<file path="src/rtl/mem_stage_hs_if.sv">
`timescale 1ns/1ps
// -----------------------------------------------------------------------------
// mem_stage_hs_if
//
// Data-memory port between the memory stage and a variable-latency data memory.
// A request is offered with dmem_req_valid and taken when dmem_req_ready is
// high in the same cycle. One response (read data or write acknowledge) comes
// back later on dmem_rsp_valid.
//
// Signals:
//   dmem_req_valid  stage -> mem  request offered
//   dmem_req_ready  mem -> stage  request taken this cycle
//   dmem_req_addr   stage -> mem  word-aligned byte address (XLEN/8 bytes)
//   dmem_req_we     stage -> mem  1 = write, 0 = read
//   dmem_req_wstrb  stage -> mem  byte strobes, one per byte lane
//   dmem_req_wdata  stage -> mem  write data already placed in its lanes
//   dmem_rsp_valid  mem -> stage  read data returned / write acknowledged
//   dmem_rsp_rdata  mem -> stage  full aligned word
//
// Modports: master = memory stage, slave = data memory.
// XLEN must match the XLEN of the mem_stage_hs instance it connects to.
// -----------------------------------------------------------------------------
interface mem_stage_hs_if #(
  parameter int XLEN = 64
);

  logic              dmem_req_valid;
  logic              dmem_req_ready;
  logic [XLEN-1:0]   dmem_req_addr;
  logic              dmem_req_we;
  logic [XLEN/8-1:0] dmem_req_wstrb;
  logic [XLEN-1:0]   dmem_req_wdata;
  logic              dmem_rsp_valid;
  logic [XLEN-1:0]   dmem_rsp_rdata;

  modport master (
    output dmem_req_valid,
    output dmem_req_addr,
    output dmem_req_we,
    output dmem_req_wstrb,
    output dmem_req_wdata,
    input  dmem_req_ready,
    input  dmem_rsp_valid,
    input  dmem_rsp_rdata
  );

  modport slave (
    input  dmem_req_valid,
    input  dmem_req_addr,
    input  dmem_req_we,
    input  dmem_req_wstrb,
    input  dmem_req_wdata,
    output dmem_req_ready,
    output dmem_rsp_valid,
    output dmem_rsp_rdata
  );

endinterface

</file>
<file path="src/rtl/mem_stage_hs.sv">
`timescale 1ns/1ps
// -----------------------------------------------------------------------------
// mem_stage_hs
//
// Handshaked memory pipeline stage between EX and WB. It takes one instruction
// per in_valid/in_ready handshake, issues at most one load/store to the data
// memory, aligns and extends load data, and holds the result until WB takes it
// with out_ready. A forwarding bus exposes the pending result to the bypass
// network.
//
// Parameters:
//   XLEN   datapath width, 32 or 64
//   RF_AW  register-file address width
//   PC_W   program-counter width
//
// Ports:
//   clk, rst          clock, synchronous active-high reset
//   in_*              instruction from EX (valid/ready handshake)
//   dmem              data-memory port (mem_stage_hs_if.master)
//   out_*             result to WB (valid/ready handshake)
//   out_misalign      access was misaligned or illegal; no memory access made
//   fwd_rf_we/waddr/wdata  result visible to the bypass network while held
//   fwd_busy          a load is in flight; fwd_rf_waddr names its destination
//
// Flow: IDLE -> (accept) -> REQ -> WAIT -> DONE -> (retire) -> IDLE.
// Non-memory and misaligned instructions go straight from accept to DONE.
// A retire in DONE can accept the next instruction in the same cycle.
// -----------------------------------------------------------------------------
module mem_stage_hs #(
  parameter int XLEN  = 64,
  parameter int RF_AW = 5,
  parameter int PC_W  = 64
) (
  input  logic              clk,
  input  logic              rst,

  // EX side
  input  logic              in_valid,
  output logic              in_ready,
  input  logic [PC_W-1:0]   in_pc,
  input  logic [XLEN-1:0]   in_ex_result,
  input  logic              in_rf_we,
  input  logic [RF_AW-1:0]  in_rf_waddr,
  input  logic              in_mem_en,
  input  logic              in_mem_we,
  input  logic [1:0]        in_mem_size,
  input  logic              in_mem_unsigned,
  input  logic [XLEN-1:0]   in_store_data,

  // data memory
  mem_stage_hs_if.master    dmem,

  // WB side
  output logic              out_valid,
  input  logic              out_ready,
  output logic [PC_W-1:0]   out_pc,
  output logic              out_rf_we,
  output logic [RF_AW-1:0]  out_rf_waddr,
  output logic [XLEN-1:0]   out_rf_wdata,
  output logic              out_misalign,

  // bypass network
  output logic              fwd_rf_we,
  output logic [RF_AW-1:0]  fwd_rf_waddr,
  output logic [XLEN-1:0]   fwd_rf_wdata,
  output logic              fwd_busy
);

  localparam int NB = XLEN / 8;       // bytes per word
  localparam int OW = $clog2(NB);     // byte-offset width

  typedef enum logic [1:0] {
    IDLE = 2'd0,
    REQ  = 2'd1,
    WAIT = 2'd2,
    DONE = 2'd3
  } state_e;

  state_e state_q, state_d;

  // Registered instruction / result fields
  logic [PC_W-1:0]  pc_q;
  logic             rf_we_q;
  logic [RF_AW-1:0] rf_waddr_q;
  logic [XLEN-1:0]  rf_wdata_q;
  logic             misalign_q;
  logic             is_load_q;
  logic [OW-1:0]    off_q;
  logic [1:0]       size_q;
  logic             uns_q;

  // Registered memory request, held stable for the whole REQ state
  logic [XLEN-1:0]  req_addr_q;
  logic             req_we_q;
  logic [NB-1:0]    req_wstrb_q;
  logic [XLEN-1:0]  req_wdata_q;

  // ---------------------------------------------------------------------------
  // Decode of the incoming instruction (only used on the accept cycle)
  // ---------------------------------------------------------------------------
  logic [OW-1:0]   in_off;
  logic [OW-1:0]   in_size_mask;
  logic            in_misalign;
  logic [NB-1:0]   in_strb_base;
  logic [NB-1:0]   in_wstrb;
  logic [XLEN-1:0] in_wdata;
  logic [XLEN-1:0] in_addr_al;

  assign in_off = in_ex_result[OW-1:0];

  // Low offset bits that must be zero for a naturally aligned access of
  // 2^size bytes. A doubleword on a 32-bit datapath is illegal regardless.
  assign in_size_mask = OW'((4'd1 << in_mem_size) - 4'd1);
  assign in_misalign  = (|(in_off & in_size_mask)) ||
                        ((in_mem_size == 2'd3) && (XLEN == 32));

  always_comb begin
    // NOTE: every variable written in a combinational block gets a value on
    // every path (here via the default arm) so no latch is inferred.
    case (in_mem_size)
      2'd0:    in_strb_base = NB'(1'b1);
      2'd1:    in_strb_base = NB'(2'b11);
      2'd2:    in_strb_base = NB'(4'hF);
      default: in_strb_base = '1;
    endcase
  end

  assign in_wstrb   = in_strb_base << in_off;
  assign in_wdata   = in_store_data << {in_off, 3'b000};
  assign in_addr_al = {in_ex_result[XLEN-1:OW], {OW{1'b0}}};

  // ---------------------------------------------------------------------------
  // Load alignment and extension from the returned word
  // ---------------------------------------------------------------------------
  logic [XLEN-1:0] lane;
  logic [XLEN-1:0] keep;
  logic            sign;
  logic [XLEN-1:0] load_data;

  assign lane = dmem.dmem_rsp_rdata >> {off_q, 3'b000};

  always_comb begin
    case (size_q)
      2'd0: begin
        keep = XLEN'(8'hFF);
        sign = lane[7];
      end
      2'd1: begin
        keep = XLEN'(16'hFFFF);
        sign = lane[15];
      end
      2'd2: begin
        keep = XLEN'(32'hFFFF_FFFF);
        sign = lane[31];
      end
      default: begin
        keep = '1;
        sign = lane[XLEN-1];
      end
    endcase
  end

  // Bits above the access size are filled with the sign bit unless unsigned.
  assign load_data = (lane & keep) | ({XLEN{sign & ~uns_q}} & ~keep);

  // ---------------------------------------------------------------------------
  // FSM
  // ---------------------------------------------------------------------------
  logic accept;
  logic rsp_take;

  assign rsp_take = (state_q == WAIT) && dmem.dmem_rsp_valid;

  always_comb begin
    state_d  = state_q;
    in_ready = 1'b0;

    case (state_q)
      IDLE: in_ready = 1'b1;
      REQ:  if (dmem.dmem_req_ready) state_d = WAIT;
      WAIT: if (dmem.dmem_rsp_valid) state_d = DONE;
      DONE: begin
        if (out_ready) begin
          in_ready = 1'b1;
          state_d  = IDLE;
        end
      end
      default: state_d = IDLE;
    endcase

    accept = in_valid && in_ready;

    // A new instruction overrides the IDLE/retire transition, which gives
    // back-to-back throughput out of DONE.
    if (accept) begin
      if (!in_mem_en || in_misalign) state_d = DONE;
      else                           state_d = REQ;
    end
  end

  always_ff @(posedge clk) begin
    // NOTE: state elements are updated with non-blocking assignments so every
    // flop samples the values from before the edge, independent of order.
    if (rst) state_q <= IDLE;
    else     state_q <= state_d;
  end

  // ---------------------------------------------------------------------------
  // Datapath registers
  // ---------------------------------------------------------------------------
  always_ff @(posedge clk) begin
    // NOTE: the datapath fields are reset as well because they drive the
    // outputs directly and must read as zero straight after reset.
    if (rst) begin
      pc_q        <= '0;
      rf_we_q     <= 1'b0;
      rf_waddr_q  <= '0;
      rf_wdata_q  <= '0;
      misalign_q  <= 1'b0;
      is_load_q   <= 1'b0;
      off_q       <= '0;
      size_q      <= '0;
      uns_q       <= 1'b0;
      req_addr_q  <= '0;
      req_we_q    <= 1'b0;
      req_wstrb_q <= '0;
      req_wdata_q <= '0;
    end else if (accept) begin
      pc_q        <= in_pc;
      rf_waddr_q  <= in_rf_waddr;
      rf_wdata_q  <= in_ex_result;
      // A misaligned access never writes the register file.
      rf_we_q     <= in_rf_we && !(in_mem_en && in_misalign);
      misalign_q  <= in_mem_en && in_misalign;
      is_load_q   <= in_mem_en && !in_mem_we;
      off_q       <= in_off;
      size_q      <= in_mem_size;
      uns_q       <= in_mem_unsigned;
      req_addr_q  <= in_addr_al;
      req_we_q    <= in_mem_we;
      req_wstrb_q <= in_wstrb;
      req_wdata_q <= in_wdata;
    end else if (rsp_take) begin
      // Load: replace the address with the aligned data.
      // Store: the acknowledge completes it; stores never write back.
      if (is_load_q) rf_wdata_q <= load_data;
      else           rf_we_q    <= 1'b0;
    end
  end

  // ---------------------------------------------------------------------------
  // Outputs
  // ---------------------------------------------------------------------------
  assign dmem.dmem_req_valid = (state_q == REQ);
  assign dmem.dmem_req_addr  = req_addr_q;
  assign dmem.dmem_req_we    = req_we_q;
  assign dmem.dmem_req_wstrb = req_wstrb_q;
  assign dmem.dmem_req_wdata = req_wdata_q;

  assign out_valid    = (state_q == DONE);
  assign out_pc       = pc_q;
  assign out_rf_we    = rf_we_q;
  assign out_rf_waddr = rf_waddr_q;
  assign out_rf_wdata = rf_wdata_q;
  assign out_misalign = misalign_q;

  // Forwarding: the held result in DONE; only the pending destination while a
  // load is outstanding (x0 is filtered by the consumer, not here).
  always_comb begin
    fwd_rf_we    = 1'b0;
    fwd_rf_waddr = '0;
    fwd_rf_wdata = '0;
    fwd_busy     = 1'b0;
    if (state_q == DONE) begin
      fwd_rf_we    = rf_we_q;
      fwd_rf_waddr = rf_waddr_q;
      fwd_rf_wdata = rf_wdata_q;
    end else if (((state_q == REQ) || (state_q == WAIT)) && is_load_q) begin
      fwd_busy     = 1'b1;
      fwd_rf_waddr = rf_waddr_q;
    end
  end

endmodule

</file>
<file path="src/flat_wrapper.sv">
// flat-port wrapper written by rule: the top's interface ports become plain ports
module mem_stage_hs_flat 
#(
  parameter int XLEN  = 64,
  parameter int RF_AW = 5,
  parameter int PC_W  = 64
)
  (clk, rst, in_valid, in_ready, in_pc, in_ex_result, in_rf_we, in_rf_waddr, in_mem_en, in_mem_we, in_mem_size, in_mem_unsigned, in_store_data, out_valid, out_ready, out_pc, out_rf_we, out_rf_waddr, out_rf_wdata, out_misalign, fwd_rf_we, fwd_rf_waddr, fwd_rf_wdata, fwd_busy, dmem_dmem_req_valid, dmem_dmem_req_addr, dmem_dmem_req_we, dmem_dmem_req_wstrb, dmem_dmem_req_wdata, dmem_dmem_req_ready, dmem_dmem_rsp_valid, dmem_dmem_rsp_rdata);
  mem_stage_hs_if #(.XLEN(XLEN)) dmem_i ();
  input  logic clk;
  input  logic rst;
  input  logic in_valid;
  output logic in_ready;
  input  logic [PC_W-1:0] in_pc;
  input  logic [XLEN-1:0] in_ex_result;
  input  logic in_rf_we;
  input  logic [RF_AW-1:0] in_rf_waddr;
  input  logic in_mem_en;
  input  logic in_mem_we;
  input  logic [1:0] in_mem_size;
  input  logic in_mem_unsigned;
  input  logic [XLEN-1:0] in_store_data;
  output logic out_valid;
  input  logic out_ready;
  output logic [PC_W-1:0] out_pc;
  output logic out_rf_we;
  output logic [RF_AW-1:0] out_rf_waddr;
  output logic [XLEN-1:0] out_rf_wdata;
  output logic out_misalign;
  output logic fwd_rf_we;
  output logic [RF_AW-1:0] fwd_rf_waddr;
  output logic [XLEN-1:0] fwd_rf_wdata;
  output logic fwd_busy;
  output wire logic [$bits(dmem_i.dmem_req_valid)-1:0] dmem_dmem_req_valid;
  output wire logic [$bits(dmem_i.dmem_req_addr)-1:0] dmem_dmem_req_addr;
  output wire logic [$bits(dmem_i.dmem_req_we)-1:0] dmem_dmem_req_we;
  output wire logic [$bits(dmem_i.dmem_req_wstrb)-1:0] dmem_dmem_req_wstrb;
  output wire logic [$bits(dmem_i.dmem_req_wdata)-1:0] dmem_dmem_req_wdata;
  input wire logic [$bits(dmem_i.dmem_req_ready)-1:0] dmem_dmem_req_ready;
  input wire logic [$bits(dmem_i.dmem_rsp_valid)-1:0] dmem_dmem_rsp_valid;
  input wire logic [$bits(dmem_i.dmem_rsp_rdata)-1:0] dmem_dmem_rsp_rdata;
  assign dmem_dmem_req_valid = dmem_i.dmem_req_valid;
  assign dmem_dmem_req_addr = dmem_i.dmem_req_addr;
  assign dmem_dmem_req_we = dmem_i.dmem_req_we;
  assign dmem_dmem_req_wstrb = dmem_i.dmem_req_wstrb;
  assign dmem_dmem_req_wdata = dmem_i.dmem_req_wdata;
  assign dmem_i.dmem_req_ready = dmem_dmem_req_ready;
  assign dmem_i.dmem_rsp_valid = dmem_dmem_rsp_valid;
  assign dmem_i.dmem_rsp_rdata = dmem_dmem_rsp_rdata;
  mem_stage_hs #(.XLEN(XLEN), .RF_AW(RF_AW), .PC_W(PC_W)) u_core (.clk(clk), .rst(rst), .in_valid(in_valid), .in_ready(in_ready), .in_pc(in_pc), .in_ex_result(in_ex_result), .in_rf_we(in_rf_we), .in_rf_waddr(in_rf_waddr), .in_mem_en(in_mem_en), .in_mem_we(in_mem_we), .in_mem_size(in_mem_size), .in_mem_unsigned(in_mem_unsigned), .in_store_data(in_store_data), .dmem(dmem_i), .out_valid(out_valid), .out_ready(out_ready), .out_pc(out_pc), .out_rf_we(out_rf_we), .out_rf_waddr(out_rf_waddr), .out_rf_wdata(out_rf_wdata), .out_misalign(out_misalign), .fwd_rf_we(fwd_rf_we), .fwd_rf_waddr(fwd_rf_waddr), .fwd_rf_wdata(fwd_rf_wdata), .fwd_busy(fwd_busy));
endmodule
</file>
<file path="config.mk">
export PLATFORM = sky130hd
export DESIGN_NAME = mem_stage_hs_flat
export DESIGN_NICKNAME = d
export VERILOG_FILES = /design/src/rtl/mem_stage_hs_if.sv /design/src/rtl/mem_stage_hs.sv /design/src/flat_wrapper.sv
export SDC_FILE = /design/constraint.sdc
export NUM_CORES = 1
export LEC_CHECK = 0
export CAP_MARGIN = 20
export CORE_AREA = 4 4 240 242
export DETAILED_ROUTE_END_ITERATION = 8
export DIE_AREA = 0 0 244 246
export GPL_TIMING_DRIVEN = 0
export PLACE_DENSITY = 0.58
export SYNTH_ARGS = -nofsm -noshare
export SYNTH_HDL_FRONTEND = slang
export SYNTH_SLANG_ARGS = --single-unit
export TNS_END_PERCENT = 20
</file>
<file path="constraint.sdc">
create_clock -name clk -period 5.4 [get_ports clk]
set_input_delay 1.35 -clock clk [delete_from_list [all_inputs] [get_ports clk]]
set_output_delay 1.35 -clock clk [all_outputs]
set_load 0.05 [all_outputs]
</file>
==> flow_summary_export.csv, run 1 <==
group,metric,value,unit
sta,worst_pin_slew,1.18,ns
critical_path,path_cells,"ha_1 > buf_2 > buf_1 > buf_8 > clkbuf_1 > and2_1 > clkdlybuf4s50_1",
floorplan,die_area,60000,um^2
sta,slew_violations,0,
synthesis,synth_seq_area_share,40.2,%
run,cap_violations,0,
pwr,p_int,5.92,mW
clock_tree,cts_resized,0,
hold_path,hp-class,"flop to flop",
sta,hold_viol_final,0,
floorplan,start_util,25.1,%
placed_design,dp.cells,3014,
pwr,p_switching,5.58,mW
placed_design,pre_cts_slack,0.831,ns
synthesis,ys_warn_count,0,
floorplan,rows,86,
pwr,p_comb_share,53.0,%
sta,rsz0062_at_grt,"false",
synthesis,ys_ff_latch,278,
cells_and_area,fin_cells,3082,
clock_tree,cts.sink_count,278,
sta,fin_crit_sh,90.6,%
pwr,peakVddDrop,265,uV
critical_path,critical_path_buf_inv_count,5,
placed_design,hpwl,67100,um
clock_tree,cts_buffers,36,
floorplan,fp.dieW,244,um
pwr,power_switching_share,48.5,%
critical_path,worst_setup_path_start_kind,"flop",
clock_tree,insertion_delay,0.56,ns
clock_tree,post-cts-setup-buffer-count,0,
sta,min_period,4.89,ns
grt,grt_pass1_wl,114000,um
critical_path,crit_fanout,10,
synthesis,synth_edf_count,0,
synthesis,avgSynthCellArea,8.41,um^2
drt,wirelength,83000,um
grt,grt_usage,26.3,%
floorplan,die_y,246,um
pwr,seqPwrFrac,25.3,%
clock_tree,clk_path_buf_depth,3,
cells_and_area,layout_commonest_cell,"clkdlybuf4s50_1",
grt,antenna_found_initial,10,
pwr,leakage,7.72,nW
synthesis,synth_flop_cell,"dfxtp_1",
grt,gr-total-overflow,0,
drt,viasPerCell,5.11,
drt,initialDrtViolationCount,1201,
sta,setup_tns,0,ns
synthesis,syn_inst,1647,
critical_path,path_delay_family,"buffers and inverters",
placed_design,port_buffers,611,
outcome,status,"finished, final reports clean",
sta,slew_headroom,21.4,%
synthesis,ys_types,55,
drt,drtPass1Iterations,6,
critical_path,worstPathArrival,3.54,ns
floorplan,io_pins,619,
critical_path,critPathMaxStageDelay,0.85,ns
critical_path,cp-end-kind,"output pin",
clock_tree,path_clk_slew,0.06,ns
placed_design,gp_congestion,0.911,
synthesis,async_reset_ff_share,0,%
sta,finalSetupViolations,0,
grt,grt_pass1_vias,15831,
pwr,p_per_area,518,nW/um^2
clock_tree,ctsHoldBuffers,0,
cells_and_area,fill_cells,5672,
sta,max_freq,204,MHz
clock_tree,cts_tree,"yes",
floorplan,core,55100,um^2
drt,drc,0,
critical_path,critPathSlowestCell,"clkdlybuf4s50_1",
critical_path,worstPathRequired,4.05,ns
cells_and_area,final_cell_mix,"clkdlybuf4s50_1, nand2_1, dfxtp_1",
drt,drt-wirelength-per-cell,26.9,um
sta,holdWs,0.453,ns
clock_tree,clock-root-buffer,"clkbuf_16",
clock_tree,htree_num_levels,2,
cells_and_area,drive_gt1_share,7.69,%
cells_and_area,nets,2581,
cells_and_area,register_area,5570,um^2
critical_path,path_class,"flop to output pin",
synthesis,synth_area,13900,um^2
cells_and_area,syn_to_final_growth,60.2,%
drt,route.vias.total,15762,
pwr,p_clk_share,21.7,%
sta,skew,0.0238,ns
sta,setup_ws,0.506,ns
grt,grt_max_degree,13,
cells_and_area,multiInputGateArea,7640,um^2
drt,ant_nets,0,
-- through the flow --
stage	cell area, um^2	util, %	power (mW)
2_1_floorplan	13900	-	6.50
3_3_place_gp	20900	38.0	8.98
3_5_place_dp	21000	38.1	9.06
4_1_cts	22200	40.3	11.6
5_1_grt	22200	40.3	12.0
6_report	22200	40.3	11.5
-- path summary, 6_finish.rpt --
kind	end	from	slack, ns	depth (start not counted)
hold / removal	u_core.dmem.dmem_req_addr[29]	u_core.dmem.dmem_req_addr[29]	0.45	2
setup reg to reg	u_core.dmem.dmem_req_addr[9]	u_core.state_q[0]	1.81	8
setup / recovery	fwd_rf_wdata[43]	u_core.state_q[0]	0.51	7
hold reg to reg	u_core.dmem.dmem_req_addr[29]	u_core.dmem.dmem_req_addr[29]	0.45	2
-- power groups by stage --
| stage | Combinational, mW | Clock (mW) | Sequential [mW] |
|---|---|---|---|
| 2_1_floorplan | 2.08 | 0 | 4.43 |
| 3_3_place_gp | 6.05 | 0 | 2.93 |
| 3_5_place_dp | 6.11 | 0 | 2.95 |
| 4_1_cts | 6.13 | 2.56 | 2.91 |
| 5_1_grt | 6.42 | 2.63 | 2.97 |
| 6_report | 6.09 | 2.50 | 2.91 |
-- synth_stat cells, drive strengths merged (2+ instances only) --
master | count | area share, %
inv | 9 | 0.24
a21oi | 220 | 8.0
nor2b | 26 | 1.2
dfxtp | 278 | 40
ha | 4 | 0.36
or3 | 4 | 0.18
nor4 | 5 | 0.27
mux2 | 23 | 1.9
clkbuf | 107 | 2.9
or2 | 4 | 0.18
a211oi | 42 | 2.3
mux2i | 46 | 3.3
a31oi | 4 | 0.29
o211ai | 20 | 1.1
nor3 | 16 | 0.61
o21ai | 49 | 1.8
a311oi | 14 | 0.89
a22oi | 46 | 2.5
o311ai | 4 | 0.25
nor2 | 104 | 2.8
nand3 | 5 | 0.18
nand2b | 7 | 0.32
a221oi | 23 | 1.5
a21boi | 11 | 0.60
o22ai | 8 | 0.36
nand2 | 368 | 10
buf | 42 | 1.6
and2 | 70 | 3.2
a21o | 2 | 0.11
mux4 | 54 | 8.8
a32oi | 3 | 0.33
a211o | 19 | 1.2
-- per-layer routing --
metal  part of all wire, %  global-route usage (%)
met5                 0.033                       0
met4                   4.2                    10.9
met3                   7.9                    6.46
met2                    49                    45.7
met1                    39                    31.1
-- worst min-delay path: stages, from the launching register on --
cell,delay (ns)
dfxtp_1,0.30
nand2_1,0.05
a21oi_1,0.05
-- flip-flops by register name, summed over array words and instances, names as in the netlist --
| signal | flops |
|---|---|
| u_core.dmem.dmem_req_addr | 61 |
| u_core.dmem.dmem_req_wdata | 64 |
| u_core.dmem.dmem_req_we | 1 |
| u_core.dmem.dmem_req_wstrb | 8 |
| u_core.is_load_q | 1 |
| u_core.off_q | 3 |
| u_core.out_misalign | 1 |
| u_core.out_pc | 64 |
| u_core.out_rf_waddr | 5 |
| u_core.out_rf_wdata | 64 |
| u_core.out_rf_we | 1 |
| u_core.size_q | 2 |
| u_core.state_q | 2 |
| u_core.uns_q | 1 |
-- kinds of logic after synthesis --
kind of cell / count (synthesis) / synth area share [%]
AO/OA/AOI/OAI: 469 / 21.5
adder cells (fa/ha/maj): 4 / 0.361
buffers and inverters: 158 / 4.76
flip-flops: 278 / 40.2
multiplexers: 123 / 14.0
other: 1 / 0.0271
AND/OR/NAND/NOR: 614 / 19.2
-- area by class of cell --
type	count	share of cell area [%]
Sequential cell	278	25.1
Timing Repair Buffer	617	27.9
Buffer	149	2.82
Antenna cell	5	0.0564
Clock buffer	46	4.46
Inverter	9	0.152
Multi-Input combinational cell	1213	34.4
Tap cell	748	4.22
Clock inverter	17	0.930
No activity file was read; power rests on OpenSTA's default activity.
==> inputs of run 2 (changes only) <==
CORE_AREA = 2 2 238 240   (was 4 4 240 242)
DIE_AREA = 0 0 240 242   (was 0 0 244 246)
==> flow_summary_export.csv, run 2 (synthesis gave the netlist of run 1 again) <==
group,metric,value,unit
critical_path,path_class,"flop to output pin",
drt,wl_met1,31000,um
clock_tree,insertion_delay,0.55,ns
hold_path,hp-class,"flop to flop",
clock_tree,cts.sink_count,278,
placed_design,gp_congestion,0.927,
critical_path,cp-end-kind,"output pin",
drt,wl_met3,6680,um
floorplan,io_pins,619,
clock_tree,post-cts-setup-buffer-count,0,
pwr,peakVddDrop,255,uV
drt,initialDrtViolationCount,1063,
placed_design,pre_cts_slack,0.575,ns
critical_path,critPathSlowestCell,"buf_1",
cells_and_area,drive_gt1_share,7.45,%
clock_tree,clk_path_buf_depth,3,
sta,setup_ws,0.271,ns
floorplan,start_util,24.9,%
cells_and_area,nets,2578,
sta,hold_viol_final,0,
sta,slew_headroom,20.7,%
drt,met2_length,40400,um
critical_path,worstReg2RegEnd,"u_core.dmem.dmem_req_addr[31]",
drt,highest_layer,"met5",
cells_and_area,fin_cells,3083,
grt,grt_usage,26.8,%
floorplan,fp.dieW,240,um
critical_path,critPathMaxStageDelay,0.90,ns
critical_path,worst_setup_path_start_kind,"flop",
placed_design,port_buffers,611,
drt,ant_nets,0,
critical_path,crit_cells,6,
clock_tree,cts_tree,"yes",
drt,drc,0,
sta,worst_pin_slew,1.19,ns
floorplan,core,55700,um^2
clock_tree,htree_num_levels,2,
critical_path,path_delay_family,"buffers and inverters",
sta,slew_violations,0,
critical_path,crit_fanout,12,
clock_tree,cts_resized,0,
critical_path,path_cells,"ha_1 > buf_2 > buf_1 > clkbuf_1 > and2_1 > clkdlybuf4s50_1",
run,cap_violations,0,
placed_design,dp.cells,3018,
grt,gr-total-overflow,0,
sta,setup_tns,0,ns
floorplan,die_area,58100,um^2
clock_tree,clock-root-buffer,"clkbuf_16",
critical_path,ff2ff_path_depth,8,
critical_path,r2r_slack,1.64,ns
clock_tree,ctsHoldBuffers,0,
sta,rsz0062_at_grt,"false",
cells_and_area,final_cell_mix,"clkdlybuf4s50_1, nand2_1, dfxtp_1",
clock_tree,cts_buffers,36,
grt,grt_pass1_wl,112000,um
pwr,leakage,7.69,nW
grt,antenna_found_initial,9,
grt,grt_pass1_vias,15358,
cells_and_area,layout_commonest_cell,"clkdlybuf4s50_1",
drt,viasPerCell,5.11,
placed_design,hpwl,65000,um
floorplan,rows,87,
critical_path,worstPathArrival,3.78,ns
critical_path,worstPathRequired,4.05,ns
pwr,p_per_area,516,nW/um^2
drt,wirelength,81100,um
critical_path,crit_start,"u_core.state_q[0]",
cells_and_area,syn_to_final_growth,59.9,%
sta,skew,0.0235,ns
critical_path,critical_path_buf_inv_count,4,
grt,grt_max_degree,13,
drt,drt-wirelength-per-cell,26.3,um
sta,finalSetupViolations,0,
drt,route.vias.total,15741,
critical_path,endpoint,"fwd_rf_wdata[46]",
drt,drtPass1Iterations,6,
floorplan,die_y,242,um
sta,fin_crit_sh,95.0,%
hold_path,hold_depth,2,
critical_path,r2r-start,"u_core.state_q[0]",
sta,max_freq,195,MHz
clock_tree,path_clk_slew,0.06,ns
sta,min_period,5.13,ns
outcome,status,"finished, final reports clean",
cells_and_area,fill_cells,5656,
[run 2: cell count changes in the layout (fill, tap and decap cells not counted), moves of 2 or more]
cell / delta
buf_4: -2
bufinv_16: -2
clkbuf_8: +5
clkinv_2: -6
[run 2: final cells by class]
type                       instances  area, um^2  share of cell area [%]
antenna                            4        10.0                  0.0452
clock buffer                      52        1080                    4.89
clock inverter                     8         115                   0.520
sequential                       278        5570                    25.1
tap                              756         946                    4.27
multi-input combinational       1213        7640                    34.5
timing repair buffer             614        6140                    27.7
inverter                           9        33.8                   0.152
buffer                           149         626                    2.82
[run 2: worst min path at each step]
stage / slack, ns / startpoint / end
final: 0.45 / u_core.out_pc[9] / u_core.out_pc[9]
after CTS: 0.45 / u_core.dmem.dmem_req_addr[20] / u_core.dmem.dmem_req_addr[20]
after global placement: 0.44 / u_core.out_pc[53] / u_core.out_pc[53]
after global routing: 0.47 / u_core.out_pc[42] / u_core.out_pc[42]
after detailed placement: 0.45 / u_core.out_pc[42] / u_core.out_pc[42]
after floorplan: 0.47 / u_core.uns_q / u_core.uns_q
[run 2: per-stage QoR]
step	power [mW]	hold WS, ns	util, %	area [um^2]
floorplan	6.50	0.470	-	13900
global placement	8.96	0.443	37.5	20900
detailed placement	9.01	0.446	37.6	20900
CTS	11.5	0.453	39.7	22100
global route	11.9	0.469	39.7	22100
finish	11.4	0.451	39.7	22200
[run 2: tightest hold or removal path, cell delays in order (launching register included)]
cell	delay, ns
dfxtp_1	0.30
nand2_1	0.05
a21oi_1	0.05
[run 2: where the power goes]
part | internal [mW] | switching (mW)
logic | 1.86 | 4.18
clock network | 1.49 | 0.983
registers | 2.55 | 0.367
total | 5.89 | 5.53
[run 2: per-layer routing]
metal,GRT usage [%],vias to the layer above
met5,0,-
met4,8.81,10
met3,6.61,127
met2,48.1,847
met1,30.9,7601
li1,-,7156
==> inputs of run 3 (changes only) <==
GPL_TIMING_DRIVEN = 1   (was 0)
clock period = 6.11 ns   (was 5.4 ns; I/O delays follow)
==> flow_summary_export.csv, run 3 (synthesis gave the netlist of run 1 again) <==
group,metric,value,unit
pwr,p_int,5.15,mW
drt,route.vias.total,14694,
hold_path,hold_depth,2,
critical_path,cp-end-kind,"output pin",
hold_path,whs_endpoint,"u_core.out_pc[24]",
critical_path,worstReg2RegEnd,"u_core.out_rf_wdata[21]",
pwr,seqPwrFrac,26.4,%
clock_tree,ctsHoldBuffers,0,
sta,max_freq,207,MHz
placed_design,pre_cts_slack,1.27,ns
floorplan,io_pins,619,
clock_tree,clk_path_buf_depth,3,
cells_and_area,fin_cells,2961,
critical_path,r2r_slack,2.63,ns
pwr,leakage,7.57,nW
sta,finalSetupViolations,0,
sta,setup_tns,0,ns
sta,skew,0.0265,ns
cells_and_area,final_cell_mix,"clkdlybuf4s50_1, nand2_1, dfxtp_1",
grt,grt_pass1_vias,14417,
critical_path,worst_setup_path_start_kind,"primary input",
clock_tree,path_clk_slew,0.06,ns
sta,slew_violations,0,
drt,wirelength,67000,um
cells_and_area,fill_cells,5665,
floorplan,rows,87,
sta,worst_pin_slew,1.15,ns
pwr,power_switching_share,46.9,%
drt,drt-wirelength-per-cell,22.6,um
clock_tree,cts_tree,"yes",
clock_tree,cts.sink_count,278,
clock_tree,cts_resized,0,
pwr,peakVddDrop,263,uV
pwr,p_per_area,445,nW/um^2
pwr,p_clk_share,21.8,%
hold_path,hp-start,"u_core.out_pc[24]",
critical_path,path_cells,"clkdlybuf4s50_1 > a21oi_2 > nor2_1 > clkdlybuf4s50_1",
grt,gr-total-overflow,0,
sta,slew_headroom,23.3,%
sta,hold_viol_final,0,
cells_and_area,fin_area,21800,um^2
run,cap_violations,0,
critical_path,r2r-start,"u_core.state_q[0]",
sta,min_period,4.82,ns
sta,rsz0062_at_grt,"false",
placed_design,dp.cells,2898,
cells_and_area,drive_gt1_share,8.34,%
critical_path,worstPathRequired,4.58,ns
hold_path,hp-class,"flop to flop",
floorplan,core,55700,um^2
pwr,p_comb_share,51.8,%
drt,drtPass1Iterations,5,
drt,ant_nets,0,
cells_and_area,syn_to_final_growth,57.3,%
floorplan,die_area,58100,um^2
placed_design,dpl_cell_area,20600,um^2
drt,initialDrtViolationCount,1032,
critical_path,worstPathArrival,3.29,ns
critical_path,ff2ff_path_depth,7,
floorplan,die_y,242,um
pwr,power,9.70,mW
clock_tree,post-cts-setup-buffer-count,0,
grt,grt_max_degree,139,
pwr,p_switching,4.55,mW
cells_and_area,post-route-util,39.1,%
placed_design,gp_congestion,0.948,
placed_design,hpwl,50700,um
clock_tree,htree_num_levels,2,
cells_and_area,antenna_cells,0,
placed_design,port_buffers,615,
cells_and_area,layout_commonest_cell,"clkdlybuf4s50_1",
critical_path,crit_fanout,6,
grt,grt_pass1_wl,96800,um
grt,antenna_found_initial,2,
sta,fin_crit_sh,78.9,%
clock_tree,insertion_delay,0.54,ns
floorplan,start_util,24.9,%
critical_path,path_class,"primary input to output pin",
critical_path,critPathSlowestCell,"clkdlybuf4s50_1",
outcome,status,"finished, final reports clean",
sta,setup_ws,1.29,ns
cells_and_area,nets,2457,
floorplan,fp.dieW,240,um
drt,viasPerCell,4.96,
sta,holdWs,0.451,ns
critical_path,cpMostUsedCell,"clkdlybuf4s50_1",
drt,drc,0,
grt,grt_usage,22.2,%
clock_tree,cts_buffers,35,
critical_path,critPathMaxStageDelay,0.85,ns
clock_tree,clock-root-buffer,"clkbuf_16",
## run 3: changes by cell type in the layout (fill, tap and decap cells not counted), moves of 3 or more
cell / delta
buf_1: -15
buf_2: -20
buf_12: +3
buf_6: -4
clkbuf_1: -106
clkinv_2: +4
diode_2: -4
buf_4: +21
## run 3: how the worst max path moves through the flow
stage,slack [ns],endpoint,cells after the start,startpoint
3_3_place_gp,1.29,in_ready,4,out_ready
6_report,1.29,in_ready,4,out_ready
4_1_cts,1.27,in_ready,4,out_ready
2_1_floorplan,2.33,in_ready,2,out_ready
5_1_grt,1.24,in_ready,4,out_ready
3_5_place_dp,1.27,in_ready,4,out_ready
## run 3: metal layers
layer  track usage, %  up-vias  wire length (um)
met2             39.1      660             33300
li1                 -     6904                 -
met1             25.6     7032             25800
met5                0        -                27
met4             8.06        4              2400
met3             5.96       94              5460
## run 3: layout make-up
cell class	count	area, um^2	share of cell area (%)
Tap cell	756	946	4.34
Clock inverter	11	116	0.534
Timing Repair Buffer	643	6410	29.4
Multi-Input combinational cell	1213	7660	35.2
Sequential cell	278	5570	25.6
Clock buffer	51	1050	4.81
Inverter	9	33.8	0.155
## run 3: power groups by stage
stage / combinational (mW) / clock [mW] / sequential [mW]
floorplan: 1.84 / 0 / 3.91
CTS: 5.07 / 2.18 / 2.57
detailed placement: 5.05 / 0 / 2.60
global placement: 5.02 / 0 / 2.59
finish: 5.02 / 2.11 / 2.56
global route: 5.32 / 2.25 / 2.62
## run 3: critical path: cells and delay by family
family / cells / cell delay [ns]
simple gates: 1 / 0.23
buf+inv: 2 / 1.37
compound gates: 1 / 0.16
==> patch 1: new RTL, flow settings as in run 2 <==
`RF_AW` is set to 5 in 2 places; all go to 4.
--- a/src/rtl/mem_stage_hs.sv
+++ b/src/rtl/mem_stage_hs.sv
@@ -29,5 +29,5 @@
 module mem_stage_hs #(
   parameter int XLEN  = 64,
-  parameter int RF_AW = 5,
+  parameter int RF_AW = 4,
   parameter int PC_W  = 64
 ) (
--- a/src/flat_wrapper.sv
+++ b/src/flat_wrapper.sv
@@ -3,5 +3,5 @@
 #(
   parameter int XLEN  = 64,
-  parameter int RF_AW = 5,
+  parameter int RF_AW = 4,
   parameter int PC_W  = 64
 )
Interface: changed (resized fwd_rf_waddr, in_rf_waddr and out_rf_waddr); port bits go from 619 to 616. The function was not compared with the original's and may differ.
==> patch 1 against run 2 <==
  * Count of clock-buffer cells in the layout decreased by 8
  * Die area unchanged
  * Largest power group unchanged
  * Cell area increased by 1.7%
  * Synthesized area increased by 2.7%
  * Sequential cell count decreased by 1
  * Wire length increased by 2.2%
  * Power increased by 1.8%
  * Worst setup slack improved by 0.42 ns
==> patch 1: results (changes against run 2) <==
numPortBuffers: 608  # -0.49%
synth_adder_area_share_pct: 0.352  # -0.0096 points
synth_cell_types: 61  # +11%
fin_crit_sh_pct: 87.2  # -7.8 points
powerDensity_mw_per_mm2: 516  # +0.12%
fin_cells: 3178  # +3.1%
powerComb_w: 0.00636  # +5.3%
groute.usage.overall_pct: 27.5  # +0.63 points
synthMuxAreaShare_pct: 11.4  # -2.7 points
grtUsageMet3_pct: 5.94  # -0.67 points
pre_cts_ws_ns: 0.490  # -0.0842 ns
grt_pass1_wl_um: 116000  # +3.6%
drive_gt1_share_pct: 7.40  # -0.048 points
via_per_inst: 5.14  # +0.65%
grt_pass1_vias: 16556  # +7.8%
fin_skew_ns: 0.0165  # -0.00693 ns
drt-total-wl_um: 82900  # +2.2%
num-fill-cells: 5763  # +1.9%
ys_seq_area_share_pct: 39.0  # -1.2 points
critPathMaxStageDelay_ns: 0.83  # -0.07 ns
synthCells: 1739  # +5.6%
relSlewSlack_pct: 27.4  # +6.7 points
synth_area_leaders: "dfxtp_1, nand2_1, a21oi_1"
slowest_stage: "clkdlybuf4s50_1"
cp-endpoint: "fwd_rf_wdata[45]"
power.share.switching_pct: 49.3  # +0.90 points
detailed_place.area_mm2: 0.0214  # +2.1%
numCtsBuffers: 35  # -2.8%
cp.arrival_ns: 3.36  # -0.42 ns
route.layer.met1.wl_um: 33600  # +8.3%
drt_first_pass_iters: 7  # +1
pg_seq_w: 0.00290  # about the same
gr-usage-met2_pct: 48.0  # -0.094 points
p_leak_nw: 7.80  # +1.4%
peakVddDrop_uv: 231  # -9.3%
reg2reg_to: "u_core.out_rf_wdata[31]"
holdWs_ns: 0.452  # +0.000855 ns
grt_use_met1_pct: 33.2  # +2.3 points
min-delay-start: "u_core.dmem.dmem_req_wdata[17]"
numPlacedInstances: 3114  # +3.2%
synthTopCellsByCount: "nand2_1, dfxtp_1, a21oi_1"
grt_max_degree: 14  # +1
status: "completed"
finalWeightedCongestion: 0.968  # +4.5%
synth_compound_area_share_pct: 23.0  # +1.5 points
==> patch 1: cell types whose count changed after synthesis, moves of 13 or more <==
| cell | change |
|---|---|
| mux2_2 | +13 |
| a22oi_1 | -18 |
| nor3_1 | +15 |
| a211oi_1 | +42 |
| a21o_1 | +24 |
| nand2_1 | -14 |
| mux4_2 | -27 |
| a211o_1 | -19 |
==> patch 1: cell type report <==
class	instances	area, µm²	share of cell area (%)
antenna	3	7.51	0.0333
sequential	277	5550	24.6
clock buffer	44	960	4.26
tap	756	946	4.20
timing repair buffer	617	6190	27.5
buffer	163	739	3.28
inverter	12	45.0	0.200
clock inverter	17	175	0.778
multi-input combinational	1289	7920	35.1
==> patch 1: worst max-delay path, delay by kind of cell (launching register included) <==
kind                       cells  cell delay (ns)
buffers and inverters          5             2.02
adders and majority gates      1             0.19
DFF                            1             0.38
and+or+nand+nor                1             0.21
==> patch 2: new RTL, settings of run 2 <==
Made on the original files. Reset style: asynchronous (`rst`), changed in 2 clocked blocks. Comments in the files are not updated.
--- a/src/rtl/mem_stage_hs.sv
+++ b/src/rtl/mem_stage_hs.sv
@@ -199,5 +199,5 @@
   end
 
-  always_ff @(posedge clk) begin
+  always_ff @(posedge clk or posedge rst) begin
     // NOTE: state elements are updated with non-blocking assignments so every
     // flop samples the values from before the edge, independent of order.
@@ -209,5 +209,5 @@
   // Datapath registers
   // ---------------------------------------------------------------------------
-  always_ff @(posedge clk) begin
+  always_ff @(posedge clk or posedge rst) begin
     // NOTE: the datapath fields are reset as well because they drive the
     // outputs directly and must read as zero straight after reset.
Function: changed (a bounded check fails within 4 cycles, from zero or initial values and one cycle with rst high; the reset may be asserted at any time).
==> patch 2 against run 2 <==
  * Critical path depth down 1
  * Worst setup slack improved by 0.15 ns
  * Wire length decreased by 2.4%
  * Sequential share of layout area is 4.9 points higher
  * Synthesized area increased by 6.3%
  * Power increased by 47%
  * Cell area up 4.6%
  * Register-to-register slack got worse by 0.31 ns
  * Sequential cell count stayed put
  * Largest power group unchanged
  * Count of clock-buffer cells in the layout down 7
  * Clock power up 2%
  * Cell count grew 2.1%
  * Worst hold slack better by 0.018 ns
==> patch 2: results (changes against run 2) <==
yosysWarningCount: 0  # unchanged
rr_worst_depth: 10  # +2
cts_root_buffer: "clkbuf_16"
drt_first_pass_iters: 5  # -1
p_switching_w: 0.00887  # +60%
clk_transition_reported_paths_ns: 0.06  # about the same
ys_seq_area_share_pct: 47.2  # +7.1 points
holdCritPathClass: "flop to flop"
hold_viol: 0  # unchanged
grt_pass1_wl_um: 111000  # -0.74%
fin_skew_ns: 0.0139  # -0.00961 ns
regArea_mm2: 0.00696  # +25%
holdPathStages: 2  # unchanged
detailed_place.area_mm2: 0.0220  # +4.8%
num-fill-cells: 5646  # -0.18%
peakVddDrop_uv: 442  # +73%
groute.usage.overall_pct: 26.4  # -0.40 points
status: "completed"
numCtsBuffers: 37  # +2.8%
crit_fanout: 10  # -2
finalWeightedCongestion: 0.936  # +0.98%
drive_gt1_share_pct: 6.24  # -1.2 points
vias: 15688  # -0.34%
numPortBuffers: 612  # +0.16%
htreeDepth: 2  # unchanged
p_leak_nw: 9.99  # +30%
post_cts_buffers: 0  # unchanged
critPathMaxStageDelay_ns: 0.81  # -0.09 ns
antenna_found_initial: 16  # +7
synth_cell_types: 51  # -7.3%
synth_ff_type: "dfrtp_1"
synth_area_leaders: "dfrtp_1, nand2_1, mux2i_1"
grt_max_degree: 42  # +29
dp_hpwl_um: 63100  # -3.1%
clk_path_buf_depth: 3  # unchanged
nNetsFinal: 2642  # +2.5%
cp.arrival_ns: 3.62  # -0.16 ns
drt-wirelength-per-cell_um: 25.1  # -4.5%
worstMarginPinSlew_ns: 1.01  # -0.182 ns
insertion_delay_ns: 0.55  # about the same
crit_family: "buffers and inverters"
slowest_stage: "clkdlybuf4s50_1"
synthTopCellsByCount: "nand2_1, dfrtp_1, o21ai_0"
power_w: 0.0168  # +47%
synthArstFlopShare_pct: 100  # +100 points
drtIter0Drc: 1050  # -1.2%
max_cap_viol_count: 0  # unchanged
==> patch 2: cell types whose count changed in the layout (fill, tap and decap cells not counted), sizes merged, moves of 19 or more <==
cell    change
clkbuf     -24
a211oi     -38
nor2       -62
nand2     +234
a211o      -19
a22oi      -38
o21ai      +76
mux2i      +52
or3        +45
mux4       -37
dfxtp     -278
dfrtp     +278
a221oi     -19
a21oi     -154
==> patch 2: metal layers <==
metal  GRT usage [%]  up-vias  wire length (µm)
met3            7.65      149              6590
met1            32.0     7715             31900
met5               0        -                90
met2            44.3      718             37800
met4            9.74       14              2830
li1                -     7092                 -
==> patch 2: area by class of cell <==
class / instances / share of cell area (%)
antenna: 7 / 0.0756
tap: 756 / 4.08
buffer: 135 / 2.44
clock buffer: 45 / 4.25
multi-input combinational: 1282 / 30.9
timing repair buffer: 619 / 27.0
clock inverter: 15 / 0.934
sequential: 278 / 30.0
inverter: 12 / 0.211
==> patch 2: kinds of logic (layout without fill, tap and decap cells) <==
family,Yosys count,count (layout),share of synthesized area (%)
AO/OA/AOI/OAI,327,327,13.5
adder cells (fa/ha/maj),4,4,0.340
buffers and inverters,147,826,4.13
flip-flops,278,278,47.2
multiplexers,142,142,11.3
other,1,10,0.0255
AND/OR/NAND/NOR,806,806,23.4
==> patch 2: worst paths after layout <==
check,from,to,slack [ns]
max,u_core.state_q[0],fwd_rf_wdata[27],0.43
min,u_core.out_pc[30],u_core.out_pc[30],0.47
max reg2reg,u_core.state_q[0],u_core.dmem.dmem_req_addr[20],1.33
min reg2reg,u_core.out_pc[30],u_core.out_pc[30],0.47
max in group asynchronous,rst,u_core.out_pc[6],2.85
min in group asynchronous,rst,u_core.dmem.dmem_req_addr[5],1.32
==> patch 2: per-stage QoR <==
step,cells,utilization (%),setup WS (ns),hold slack [ns]
finish,3149,41.6,0.426,0.469
floorplan,1707,-,0.371,0.495
global route,3148,41.6,0.186,0.498
CTS,3142,41.5,0.231,0.474
global placement,3075,39.1,-1.98,0.457
detailed placement,3082,39.4,0.352,0.461
==> patch 2: worst reg2reg max path, delay by kind of cell, from the launching register on <==
kind                     cells  cell delay [ns]
AO/OA/AOI/OAI                1             0.14
adder cells (fa/ha/maj)      1             0.48
buffers and inverters        4             2.47
flip-flops                   1             0.40
AND/OR/NAND/NOR              4             0.53
==> patch 2: what timing repair did <==
action,4_1_cts,5_1_grt
hold buffers,0,0
gates resized for setup,1,0
setup endpoints to repair,10,0
==> patch 2: power groups by stage <==
stage	Sequential (W)	Clock, W	Combinational (W)
3_3_place_gp	0.00375	0	0.0104
5_1_grt	0.00387	0.00265	0.0110
2_1_floorplan	0.00663	0	0.00353
6_report	0.00376	0.00252	0.0105
3_5_place_dp	0.00377	0	0.0105
4_1_cts	0.00376	0.00258	0.0105
